### src/rtl/pipe_pkg.sv
// Shared types and constants for the pipeline hazard unit.
package pipe_pkg;

    // Register-number width carried in the shadow destination records.
    localparam int unsigned STAGE_RN_W = 5;

    // Operand forward select encoding.
    localparam logic [1:0] FWD_REG  = 2'b00;  // register file
    localparam logic [1:0] FWD_EXE  = 2'b01;  // EX-stage ALU result
    localparam logic [1:0] FWD_MEM  = 2'b10;  // MEM-stage ALU result
    localparam logic [1:0] FWD_LOAD = 2'b11;  // MEM-stage load data

    // Destination info that travels down the pipe with each instruction.
    typedef struct packed {
        logic                  wreg;
        logic                  m2reg;
        logic [STAGE_RN_W-1:0] rn;
    } stage_dst_t;

    // A bubble writes nothing, so it can never be matched by a consumer.
    localparam stage_dst_t STAGE_BUBBLE = '{wreg: 1'b0, m2reg: 1'b0, rn: '0};

    // True when a stage will write register src; $0 is hardwired and never matches.
    function automatic logic dst_hit(stage_dst_t dst, logic [STAGE_RN_W-1:0] src);
        return dst.wreg && (dst.rn == src) && (src != '0);
    endfunction

endpackage

### src/rtl/pipe_fwd_sel.sv
// Forward-select decision for one source operand against the EX and MEM shadows.
module pipe_fwd_sel
    import pipe_pkg::*;
(
    input  logic [STAGE_RN_W-1:0] src,
    input  logic                  en,
    input  stage_dst_t            ex_dst,
    input  stage_dst_t            mem_dst,
    output logic [1:0]            sel,
    output logic                  load_hit
);

    logic hit_e;
    logic hit_m;

    assign hit_e = en && dst_hit(ex_dst, src);
    assign hit_m = en && dst_hit(mem_dst, src);

    // EX wins over MEM; a load in EX cannot forward yet and is flagged instead.
    always_comb begin
        sel      = FWD_REG;
        load_hit = 1'b0;
        if (hit_e && ex_dst.m2reg) begin
            // Select is don't-care during the stall; leave it at the regfile.
            load_hit = 1'b1;
        end else if (hit_e) begin
            sel = FWD_EXE;
        end else if (hit_m) begin
            sel = mem_dst.m2reg ? FWD_LOAD : FWD_MEM;
        end
    end

endmodule

### src/rtl/pipe_hazard_unit.sv
// Data-hazard unit beside the ID stage: forward selects, load-use stall, event counters.
// WB needs no shadow here: the register file writes on the falling edge, so ID
// already reads the value being retired.
module pipe_hazard_unit
    import pipe_pkg::*;
#(
    parameter int unsigned RN_W  = 5,
    parameter int unsigned CNT_W = 16
) (
    input  logic             clock,
    input  logic             resetn,
    input  logic [RN_W-1:0]  id_rs,
    input  logic [RN_W-1:0]  id_rt,
    input  logic [RN_W-1:0]  id_rn,
    input  logic             id_rs1isreg,
    input  logic             id_rs2isreg,
    input  logic             id_isstore,
    input  logic             id_wreg,
    input  logic             id_m2reg,
    input  logic             btaken,
    output logic [1:0]       fwda,
    output logic [1:0]       fwdb,
    output logic [1:0]       fwdst,
    output logic             exe_load,
    output logic             wpcir,
    output logic [CNT_W-1:0] stall_cnt,
    output logic [CNT_W-1:0] fwd_cnt
);

    stage_dst_t ex_q;
    stage_dst_t ex_d;
    stage_dst_t mem_q;

    logic load_a;
    logic load_b;
    logic load_st;
    logic fwd_event;

    logic [CNT_W-1:0] stall_cnt_q;
    logic [CNT_W-1:0] stall_cnt_d;
    logic [CNT_W-1:0] fwd_cnt_q;
    logic [CNT_W-1:0] fwd_cnt_d;

    // Operand a reads rs.
    pipe_fwd_sel u_sel_a (
        .src      (id_rs),
        .en       (id_rs1isreg),
        .ex_dst   (ex_q),
        .mem_dst  (mem_q),
        .sel      (fwda),
        .load_hit (load_a)
    );

    // Operand b reads rt when the second ALU input is a register.
    pipe_fwd_sel u_sel_b (
        .src      (id_rt),
        .en       (id_rs2isreg),
        .ex_dst   (ex_q),
        .mem_dst  (mem_q),
        .sel      (fwdb),
        .load_hit (load_b)
    );

    // Store data also reads rt, independently of operand b.
    pipe_fwd_sel u_sel_st (
        .src      (id_rt),
        .en       (id_isstore),
        .ex_dst   (ex_q),
        .mem_dst  (mem_q),
        .sel      (fwdst),
        .load_hit (load_st)
    );

    assign exe_load  = load_a | load_b | load_st;
    assign wpcir     = ~exe_load;
    assign fwd_event = ~exe_load &
                       ((fwda != FWD_REG) | (fwdb != FWD_REG) | (fwdst != FWD_REG));

    // Next EX record: a stalled (or branch-killed) ID instruction enters as a bubble.
    always_comb begin
        ex_d = STAGE_BUBBLE;
        // btaken gating is redundant with the decoder but keeps a killed slot harmless.
        if (!exe_load && !btaken) begin
            ex_d.wreg  = id_wreg;
            ex_d.m2reg = id_m2reg;
            ex_d.rn    = id_rn;
        end
    end

    // Shadow pipeline EX -> MEM.
    always_ff @(posedge clock or negedge resetn) begin
        if (!resetn) begin
            ex_q  <= STAGE_BUBBLE;
            mem_q <= STAGE_BUBBLE;
        end else begin
            ex_q  <= ex_d;
            mem_q <= ex_q;
        end
    end

    // Saturating event counters: hold once all ones.
    always_comb begin
        stall_cnt_d = stall_cnt_q;
        fwd_cnt_d   = fwd_cnt_q;
        if (exe_load && (stall_cnt_q != '1)) begin
            stall_cnt_d = stall_cnt_q + 1'b1;
        end
        if (fwd_event && (fwd_cnt_q != '1)) begin
            fwd_cnt_d = fwd_cnt_q + 1'b1;
        end
    end

    // Counter state.
    always_ff @(posedge clock or negedge resetn) begin
        if (!resetn) begin
            stall_cnt_q <= '0;
            fwd_cnt_q   <= '0;
        end else begin
            stall_cnt_q <= stall_cnt_d;
            fwd_cnt_q   <= fwd_cnt_d;
        end
    end

    assign stall_cnt = stall_cnt_q;
    assign fwd_cnt   = fwd_cnt_q;

endmodule

### config.mk
export PLATFORM = sky130hd
export DESIGN_NAME = pipe_hazard_unit
export DESIGN_NICKNAME = d
export VERILOG_FILES = /design/src/rtl/pipe_pkg.sv /design/src/rtl/pipe_fwd_sel.sv /design/src/rtl/pipe_hazard_unit.sv
export SDC_FILE = /design/constraint.sdc
export NUM_CORES = 1
export LEC_CHECK = 0
export ABC_AREA = 1
export BUFFER_PORTS_ARGS = -buffer_cell sky130_fd_sc_hd__buf_2
export CORE_ASPECT_RATIO = 0.5
export CORE_MARGIN = 2
export CORE_UTILIZATION = 50
export CTS_BUF_LIST = sky130_fd_sc_hd__clkbuf_4 sky130_fd_sc_hd__clkbuf_8 sky130_fd_sc_hd__clkbuf_16
export DETAILED_ROUTE_END_ITERATION = 10
export PLACE_DENSITY_LB_ADDON = 0.2
export SKIP_LAST_GASP = 1
export SLEW_MARGIN = 20
export SYNTH_ARGS = -nofsm -noshare
export SYNTH_HDL_FRONTEND = slang
export SYNTH_SLANG_ARGS = --single-unit
### constraint.sdc
create_clock -name clock -period 2.1 [get_ports clock]
set_input_delay 0.315 -clock clock [delete_from_list [all_inputs] [get_ports clock]]
set_output_delay 0.315 -clock clock [all_outputs]
set_load 0.01 [all_outputs]
# Yosys cells after proc, flatten, opt, wreduce, memory -nomap -nowiden
# Cells that the tools add are included.
# word_totals
regBits,46
in_bits,23
# classes
add_sub_neg,2
n_eq_ne,6
mux,14
bitwise_logic,6
n_reduce_logical,27
# op_table
operator,count
adder 16 x 1 -> 16 bit (second input constant),2
inequality test 16 bit (second input constant),2
equality test 5 bit,4
logical AND 1 bit,20
two-way mux 2 bit,9
nonzero test 5 bit,2
two-way mux 7 bit,1
nonzero test 2 bit,3
two-way mux 1 bit,4
bitwise OR 1 bit,4
logical NOT 1 bit,2
bitwise AND 1 bit,1
NOT 1 bit,1

# Longest topological paths before layout
# Gate-level depths: netlist (run 1).
# logic_depth
ltp_word,12
depth_mapped,15
mapped_depth_nobuf,14

# By module
# A second synthesis (run 1) with hierarchy kept.
# unflattened
hier_cells,511
hier_area_um2,3260.6
# modules_own_cells
module,instances,cells_each,area_per_inst_um2,seq_area_each_um2
pipe_hazard_unit,1,322,2423.6,1151.1
pipe_fwd_sel,3,63,279.0,0.0

# Least setup slack after synthesis (run 1)
# OpenSTA, ideal clock, no wires.
# synth_path
path_kind,register to register
startpoint,"reg fwd_cnt_q[0], in the netlist fwd_cnt[0]"
endpoint,"reg fwd_cnt_q[6], in the netlist fwd_cnt[6]"
setup_ns,0.117
arrival_time_ns,1.675
t_required_ns,1.983
slack_ns,0.308
stages_incl_launch_ff,11
n_path_buf,1
cell_sequence,dfrtp_1 -> ha_1 -> nand3_1 -> nor2_2 -> and2b_1 -> nand4_1 -> nand4_2 -> inv_1 -> buf_2 -> nand3_1 -> nand2_1
# synth_between
elab_chain_cells,2
elab_cells_between_ends,3
# synth_lines
item,line,text
start: declaration,pipe_hazard_unit.sv:41,logic [CNT_W-1:0] fwd_cnt_q;
start signal: assignment,pipe_hazard_unit.sv:120,fwd_cnt_q <= fwd_cnt_d;
"parallel branches: the longest is 2 deep, another holds adder 16 x 1 -> 16 bit",--,
# Several ways; the timed one is not identified.
# A chain may end at the register's enable or synchronous reset.

# Worst setup path after layout (run 1)
# layout_path
startpoint,reg ex_q[1] (netlist name)
endpoint,out fwdst[0]
# layout_between
elab_chain_cells,6
elab_cells_between_ends,7
# layout_lines
item,line,text
start: declaration,pipe_hazard_unit.sv:30,stage_dst_t ex_q;
start signal: assignment,pipe_hazard_unit.sv:93,ex_q <= STAGE_BUBBLE;
start signal: assignment,pipe_hazard_unit.sv:96,ex_q <= ex_d;
equality test 5 bit *,pipe_pkg.sv:25,return dst.wreg && (dst.rn == src) && (src != '0);
logical AND 1 bit * (2 in series),pipe_pkg.sv:25,
logical AND 1 bit *,pipe_fwd_sel.sv:16,"assign hit_e = en && dst_hit(ex_dst, src);"
two-way mux 2 bit or logical AND 1 bit (tied branches),"pipe_fwd_sel.sv:26, pipe_fwd_sel.sv:23",
two-way mux 2 bit *,pipe_fwd_sel.sv:23,if (hit_e && ex_dst.m2reg) begin
end: declaration,pipe_hazard_unit.sv:23,"output logic [1:0] fwdst,"
# Mark *: on every way between the ends. The rest lies on a longest branch, timed or not.

==> results of run 1 <==
==> per-stage QoR <==
| stage | hold WS, ns | TNS [ns] |
|---|---|---|
| detailed placement | 0.3933 | 0 |
| CTS | 0.1270 | 0 |
| finish | 0.09712 | 0 |
| floorplan | 0.01941 | 0 |
| global route | 0.1476 | -0.3389 |
| global placement | 0.3916 | 0 |
==> cells in the mapped netlist, types with 2 or more instances <==
cell type	count	area share, %
nand2_1	121	17
nor2_1	49	6.8
inv_1	47	6.5
dfrtp_1	46	43
nand3_1	35	6.5
xor2_1	15	4.9
xnor2_1	11	3.6
nand4_1	6	1.4
inv_2	4	0.56
nor2_2	4	0.93
o21ai_0	4	0.74
nand3_2	3	1.1
nor3_1	3	0.56
nor4_1	3	0.70
ha_1	2	0.93
nand2_2	2	0.46
==> cell usage in the layout, fill, tap and decap left out, types with 2 or more instances in the layout <==
cell      count
nand2_1     121
buf_2        61
inv_1        46
dfrtp_1      46
nor2_1       45
nand3_1      35
xor2_1       15
xnor2_1      11
buf_4         9
nor2_2        6
nand4_1       6
clkbuf_8      6
inv_2         5
nor2_4        3
nand2_4       3
nor3_1        3
o21ai_0       3
nor4_1        3
nand3_2       2
o21ai_1       2
ha_1          2
buf_6         2
==> power groups by stage <==
stage	Clock, mW	Combinational [mW]	Sequential, mW
4_1_cts	0.580	0.249	0.983
3_3_place_gp	0	0.240	0.998
3_5_place_dp	0	0.246	1.00
6_report	0.565	0.254	0.984
5_1_grt	0.611	0.289	0.992
2_1_floorplan	0	0.126	1.01
==> state kept, by name, summed over array words and instances, names as in the netlist <==
register   flops
stall_cnt     16
ex_q           7
fwd_cnt       16
mem_q          7
==> worst paths after layout <==
| check | end | from | slack, ns |
|---|---|---|---|
| worst max-delay path | fwdst[0] | ex_q[1] | 0.05 |
| worst min-delay path | stall_cnt[7] | resetn | 0.1 |
| worst max register to register | fwd_cnt[12] | ex_q[1] | 0.14 |
| worst min register to register | mem_q[0] | ex_q[0] | 0.41 |
| max in group asynchronous | ex_q[0] | resetn | 1.61 |
| min in group clock | ex_q[2] | id_rn[2] | 0.22 |
==> routing by layer <==
metal,wire length [um],track usage (%)
met1,2706,26.03
met2,3076,37.20
met3,260,4.333
met4,28,3.663
met5,0,0
==> cell families after synthesis <==
logic type | Yosys count | synth area share [%]
buffers and inverters | 56 | 8.267
DFF | 46 | 42.73
and+or+nand+nor | 235 | 38.23
xor gates and xnor gates | 26 | 8.453
AOI/OAI and AO/OA | 7 | 1.393
adders and majority gates | 2 | 0.9288
==> timing repair <==
item / 4_1_cts / 5_1_grt
buffers inserted: 0 / 6
hold buffers: 0 / 0
hold endpoints to repair: 0 / 0
endpoints found under the setup margin: 0 / 22
resized for setup: 0 / 14
==> layout make-up <==
cell class,count,area (sq um)
Fill cell,476,1779
Multi-Input combinational cell,270,1364
Sequential cell,46,1151
Timing Repair Buffer,72,395.4
Inverter,52,195.2
Clock buffer,7,90.09
Tap cell,70,87.58
Clock inverter,1,5.005
==> summary.md, run 1 <==
| Metric | Value |
|---|---|
| Run status | completed |
| Ys flop type | dfrtp_1 |
| Post-Route Skew | 0.007987 ns |
| Clock buffers created by TritonCTS | 5 |
| CP Buf/Inv Count | 4 |
| Placed cell count | 504 |
| Cell internal pwr | 1.314 mW |
| Crit share post-route | 97.40% |
| Clk slew on worst S/H paths | 0.09 ns |
| Place WS | 0.1230 ns |
| Final net count | 472 |
| DRT antenna net count | 0 |
| DRT Pass-1 Iters | 5 |
| Slew Viols, Final | 0 |
| Clock share of power | approximately 31% |
| Switching part of the total | 27.11% |
| Vias in the first global route | 2,394 |
| Setup CP Type | flip-flop to output port |
| Chip Width | 107.8 um |
| DR iter-0 viols | 104 |
| Worst-case reg-to-reg path depth | 15 |
| Die height | 55.90 um |
| Antenna violations before repair | 0 |
| Startpoint Class | flip-flop |
| Arrival @ worst endpoint | 1.73 ns |
| Cells after synthesis | 372 |
| IO Port Bufs | 62 |
| Slowest Stage Delay on Critical Path | 0.41 ns |
| EDFF count, synth | 0 |
| Fin. Hold Viols | 0 |
| Area grow syn2layout | 22.06% |
| CP Cell Sequence | inv_1, nand2_1, nand2_1, clkinv_1, nand2_1, nor2_4, nand2_4, nor2_2, nor2_1, nor2_2, inv_1, buf_6 |
| CP top delay family | simple AND/OR/NAND/NOR gates |
| Sequential cell area fraction in the yosys report | between 40 and 50% |
| Tmin final | 2.045 ns |
| CTS tree | built |
| Comb pwr share | 14.1% |
| Clock latency on the worst-skew pair | 0.29 ns |
| Mean Syn Cell Area | approximately 7.2 sq um |
| Total power | 1.803 mW |
| Share of layout cells above drive strength 1 | 22.77% |
| Power per cell area | 548.4 mW/mm^2 |
| CTS Buffer Depth | 2 |
| Slowest CP cell | dfrtp_1 |
| Yosys warns | 0 |
| Fin util | 64.89% |
| Sw Pwr | 0.4888 mW |
| Static Leak | ~1.9 nW |
| Die ar. | 0.006026 sq mm |
| Final wirelength | 6.071 mm |
| Worst slew pin tran | between 0.5 and 0.6 ns |
| Core box area | 0.005067 sq mm |
| Cell mode on critical path | nand2_1 |
| DP Area | 0.003094 sq mm |
| Flops & latches, synth | 46 |
| Worst EP required | 1.78 ns |
| Largest net degree at the start of global routing | 47 |
| Largest fanout on the critical path | 5 |
| # IOs | 63 |
| Setup ws final | 0.05454 ns |
| Async SR Flop Fraction | 100.0% |
| Setup crit end kind | output port |
| Global-route wire length before repair | a little over 10 mm |
| Critical path depth | 12 |
| DRC | 0 |
| Non-Filler Cell Area, Final | between 0.003 and 0.004 sq mm |
| Drt wl/cell | roughly 12 um |
| Vias per inst | 4.871 |
| Max VDD drop | 0.0003562 V |
| MaxCap Viol Count | 0 |
| H-tree Lvls | 2 |
| Syn Std Cell Area | 0.002694 sq mm |
| DPL Wire Length | 4.547 mm |
| Post-Layout Cell Count | 518 |
| Final Setup Violations | 0 |
| Vias | about 2,500 |
| Max Fclk | 488.9 MHz |
| Root Driver | clkbuf_8 |
| Total gr overflow | 0 |
| RSZ-0062 raised after global routing | yes |
| Diodes inserted | 0 |
| Relative slew slack | 61.63% |
| Sequential Power Share | 54.6% |
| # rows | 18 |
| Clock sink count | 46 |
| Starting Density | 53.16% |
| Worst Hold Class | primary input to async pin |
| GP Congestion | 0.8827 |
| Yosys cell types | 33 |
| All-Layer GR Usage | 20.68% |
| Mapped Nets | 397 |
Power figures use the tool's default switching activity.
==> inputs of run 2 (changes only) <==
--- a/config.mk
+++ b/config.mk
@@ -7,12 +7,14 @@
 export LEC_CHECK = 0
 export ABC_AREA = 1
 export BUFFER_PORTS_ARGS = -buffer_cell sky130_fd_sc_hd__buf_2
+export CAP_MARGIN = 20
 export CORE_ASPECT_RATIO = 0.5
 export CORE_MARGIN = 2
 export CORE_UTILIZATION = 50
 export CTS_BUF_LIST = sky130_fd_sc_hd__clkbuf_4 sky130_fd_sc_hd__clkbuf_8 sky130_fd_sc_hd__clkbuf_16
 export DETAILED_ROUTE_END_ITERATION = 10
 export PLACE_DENSITY_LB_ADDON = 0.2
+export RECOVER_POWER = 25
 export SKIP_LAST_GASP = 1
 export SLEW_MARGIN = 20
 export SYNTH_ARGS = -nofsm -noshare
==> summary.md, run 2 (synthesis gave the netlist of run 1 again) <==
| Metric | Value |
|---|---|
| Run status | completed (unchanged) |
| Worst EP required | 1.78 ns (about the same) |
| Fin util | 64.84% (was 64.89%) |
| Die height | 55.90 um (unchanged) |
| DR iter-0 viols | 104 (unchanged) |
| GP Congestion | 0.8827 (unchanged) |
| Clock latency on the worst-skew pair | 0.29 ns (about the same) |
| Post-Layout Cell Count | 518 (unchanged) |
| Area grow syn2layout | 21.97% (was 22.06%) |
| Worst Hold Class | primary input to flip-flop (was primary input to async pin) |
| Root Driver | clkbuf_8 (unchanged) |
| Setup CP Type | flip-flop to output port (unchanged) |
| Commonest non-fill, non-tap cell in the layout | nand2_1 (unchanged) |
| Slew Viols, Final | 0 (unchanged) |
| Largest net degree at the start of global routing | 47 (unchanged) |
| CP startpoint | ex_q[1] (unchanged) |
| Multi-input gate area | 0.001364 sq mm (unchanged) |
| Slowest CP cell | dfrtp_1 (unchanged) |
| Die ar. | 0.006026 sq mm (unchanged) |
| Static Leak | 1.873 nW (about the same) |
| Fillers | 477 (was 476) |
| Final net count | 472 (unchanged) |
| # rows | 18 (unchanged) |
| Register area | 0.001151 sq mm (unchanged) |
| CP Cell Sequence | inv_1, nand2_1, nand2_1, clkinv_1, nand2_1, nor2_4, nand2_4, nor2_2, nor2_1, nor2_2, inv_1, buf_6 (unchanged) |
| All-Layer GR Usage | 20.68% (unchanged) |
| Share of layout cells above drive strength 1 | 22.77% (unchanged) |
| # IOs | 63 (unchanged) |
| Vias in the first global route | 2,394 (unchanged) |
| Worst-case reg-to-reg path depth | 15 (unchanged) |
| Relative slew slack | 25.47% (was 61.63%) |
| CTS tree | built (unchanged) |
| Critical path depth | 12 (unchanged) |
| Total gr overflow | 0 (unchanged) |
| Reg-to-reg endpoint | fwd_cnt[12] (unchanged) |
| Hold_buf cts | 0 (unchanged) |
| Core box area | 0.005067 sq mm (unchanged) |
| Total power | 1.802 mW (was 1.803 mW) |
| Final Setup Violations | 0 (unchanged) |
| Vias per inst | 4.873 (was 4.871) |
| CP Buf/Inv Count | 4 (unchanged) |
| Power per cell area | 548.6 mW/mm^2 (was 548.4 mW/mm^2) |
| Slowest Stage Delay on Critical Path | 0.42 ns (was 0.41 ns) |
| Vias | 2,524 (was 2,523) |
| Met1 global-route usage | 26.03% (unchanged) |
| Cell mode on critical path | nand2_1 (unchanged) |
| Final wirelength | 6.070 mm (was 6.071 mm) |
| Arrival @ worst endpoint | 1.73 ns (about the same) |
| Crit share post-route | 97.54% (was 97.40%) |
| Tmin final | 2.048 ns (was 2.045 ns) |
| GRT met2 Usage | 37.20% (unchanged) |
| RSZ-0062 raised after global routing | yes (unchanged) |
| Antenna violations before repair | 0 (unchanged) |
| Global-route wire length before repair | 10.12 mm (unchanged) |
| FF-to-FF setup slack | 0.13 ns (was 0.14 ns) |
| Most frequent cells in the layout | nand2_1, buf_2, inv_1, dfrtp_1, nor2_1 (unchanged) |
| H-tree Lvls | 2 (unchanged) |
| Max Fclk | 488.2 MHz (was 488.9 MHz) |
| Max VDD drop | 0.0003562 V (about the same) |
| Largest fanout on the critical path | 5 (unchanged) |
| DPL Wire Length | 4.547 mm (unchanged) |
| Post-Route Skew | 0.007195 ns (was 0.007987 ns) |
| Clock buffers created by TritonCTS | 5 (unchanged) |
| Worst setup path endpoint | fwdst[0] (unchanged) |
| Setup crit end kind | output port (unchanged) |
| DRT Pass-1 Iters | 5 (unchanged) |
| IO Port Bufs | 62 (unchanged) |
| Diodes inserted | 0 (unchanged) |
| CTS Buffer Depth | 2 (unchanged) |
| TNS Setup | 0 ns (unchanged) |
| Clock sink count | 46 (unchanged) |
| Worst slew pin tran | 1.118 ns (was 0.5756 ns) |
| Starting Density | 53.16% (unchanged) |
| Startpoint Class | flip-flop (unchanged) |
| Met3 Usage GRT | 4.333% (unchanged) |
| MaxCap Viol Count | 0 (unchanged) |
| DRT antenna net count | 0 (unchanged) |
| Hold depth | 3 |
| Drt wl/cell | 11.72 um (about the same) |
| Fin. Hold Viols | 0 (unchanged) |
| DRC | 0 (unchanged) |
| Placed cell count | 504 (unchanged) |
| CP top delay family | simple AND/OR/NAND/NOR gates (unchanged) |
| Critical R2R Launch | ex_q[1] (unchanged) |
| Clk slew on worst S/H paths | 0.08 ns (was 0.09 ns) |
| Chip Width | 107.8 um (unchanged) |
| Most Crowded Layer GR | met2 (unchanged) |
run 2: changes by cell type in the layout (fill, tap and decap cells not counted), sizes merged:
cell    change
buf         -1
clkbuf      +1
run 2: layer usage:
layer  part of all wire (%)  wire length [um]
met1                     44              2700
met2                     50              3055
met3                    4.7               285
met4                   0.46                28
met5                      0                 0
run 2: final cells by class:
class	instances	area share, %
clock buffers	7	2.742
clock inverters	1	0.1523
inverters	52	5.941
multi-input cells	270	41.51
flip-flops and latches	46	35.03
well taps	70	2.666
repair buffers	72	11.96
run 2: power by group:
group / switching [mW] / total (mW) / leakage (nW) / internal, mW
Sequential: 0.0527 / 0.984 / 0.614 / 0.931
Clock: 0.286 / 0.565 / 0.0517 / 0.279
Combinational: 0.150 / 0.253 / 1.21 / 0.104
Total: 0.489 / 1.80 / 1.87 / 1.31
run 2: worst min path at each step:
stage                   from      endpoint  slack, ns
floorplan             resetn       ex_q[0]       0.02
global placement     ex_q[0]      mem_q[0]       0.39
detailed placement   ex_q[0]      mem_q[0]       0.39
CTS                   resetn  stall_cnt[7]       0.13
global route         id_wreg       ex_q[6]       0.22
finish              id_rn[2]       ex_q[2]       0.22
run 2: worst register-to-register path, cell delays in order (launching register included):
cell,delay (ns)
dfrtp_1,0.42
inv_1,0.06
nand2_1,0.06
nand2_1,0.06
clkinv_1,0.04
nand2_1,0.07
nor2_4,0.18
nand2_4,0.09
nor3_1,0.21
nor2_2,0.08
buf_4,0.14
nand3_4,0.12
buf_4,0.18
nand2_1,0.06
nand2_1,0.06
nand2_1,0.05
run 2: what timing repair did:
action | CTS | global route
setup buffers | 0 | 6
resized for setup | 0 | 14
endpoints found under the setup margin | 0 | 22
run 2: through the flow:
step | cell area, sq um | setup slack (ns) | hold WS (ns)
after floorplan | 2694 | 0.3076 | 0.01941
after global placement | 3094 | 0.1931 | 0.3916
after detailed placement | 3094 | 0.1230 | 0.3933
after CTS | 3189 | 0.04060 | 0.1270
after global routing | 3286 | -0.08894 | 0.2223
final | 3286 | 0.05167 | 0.2236
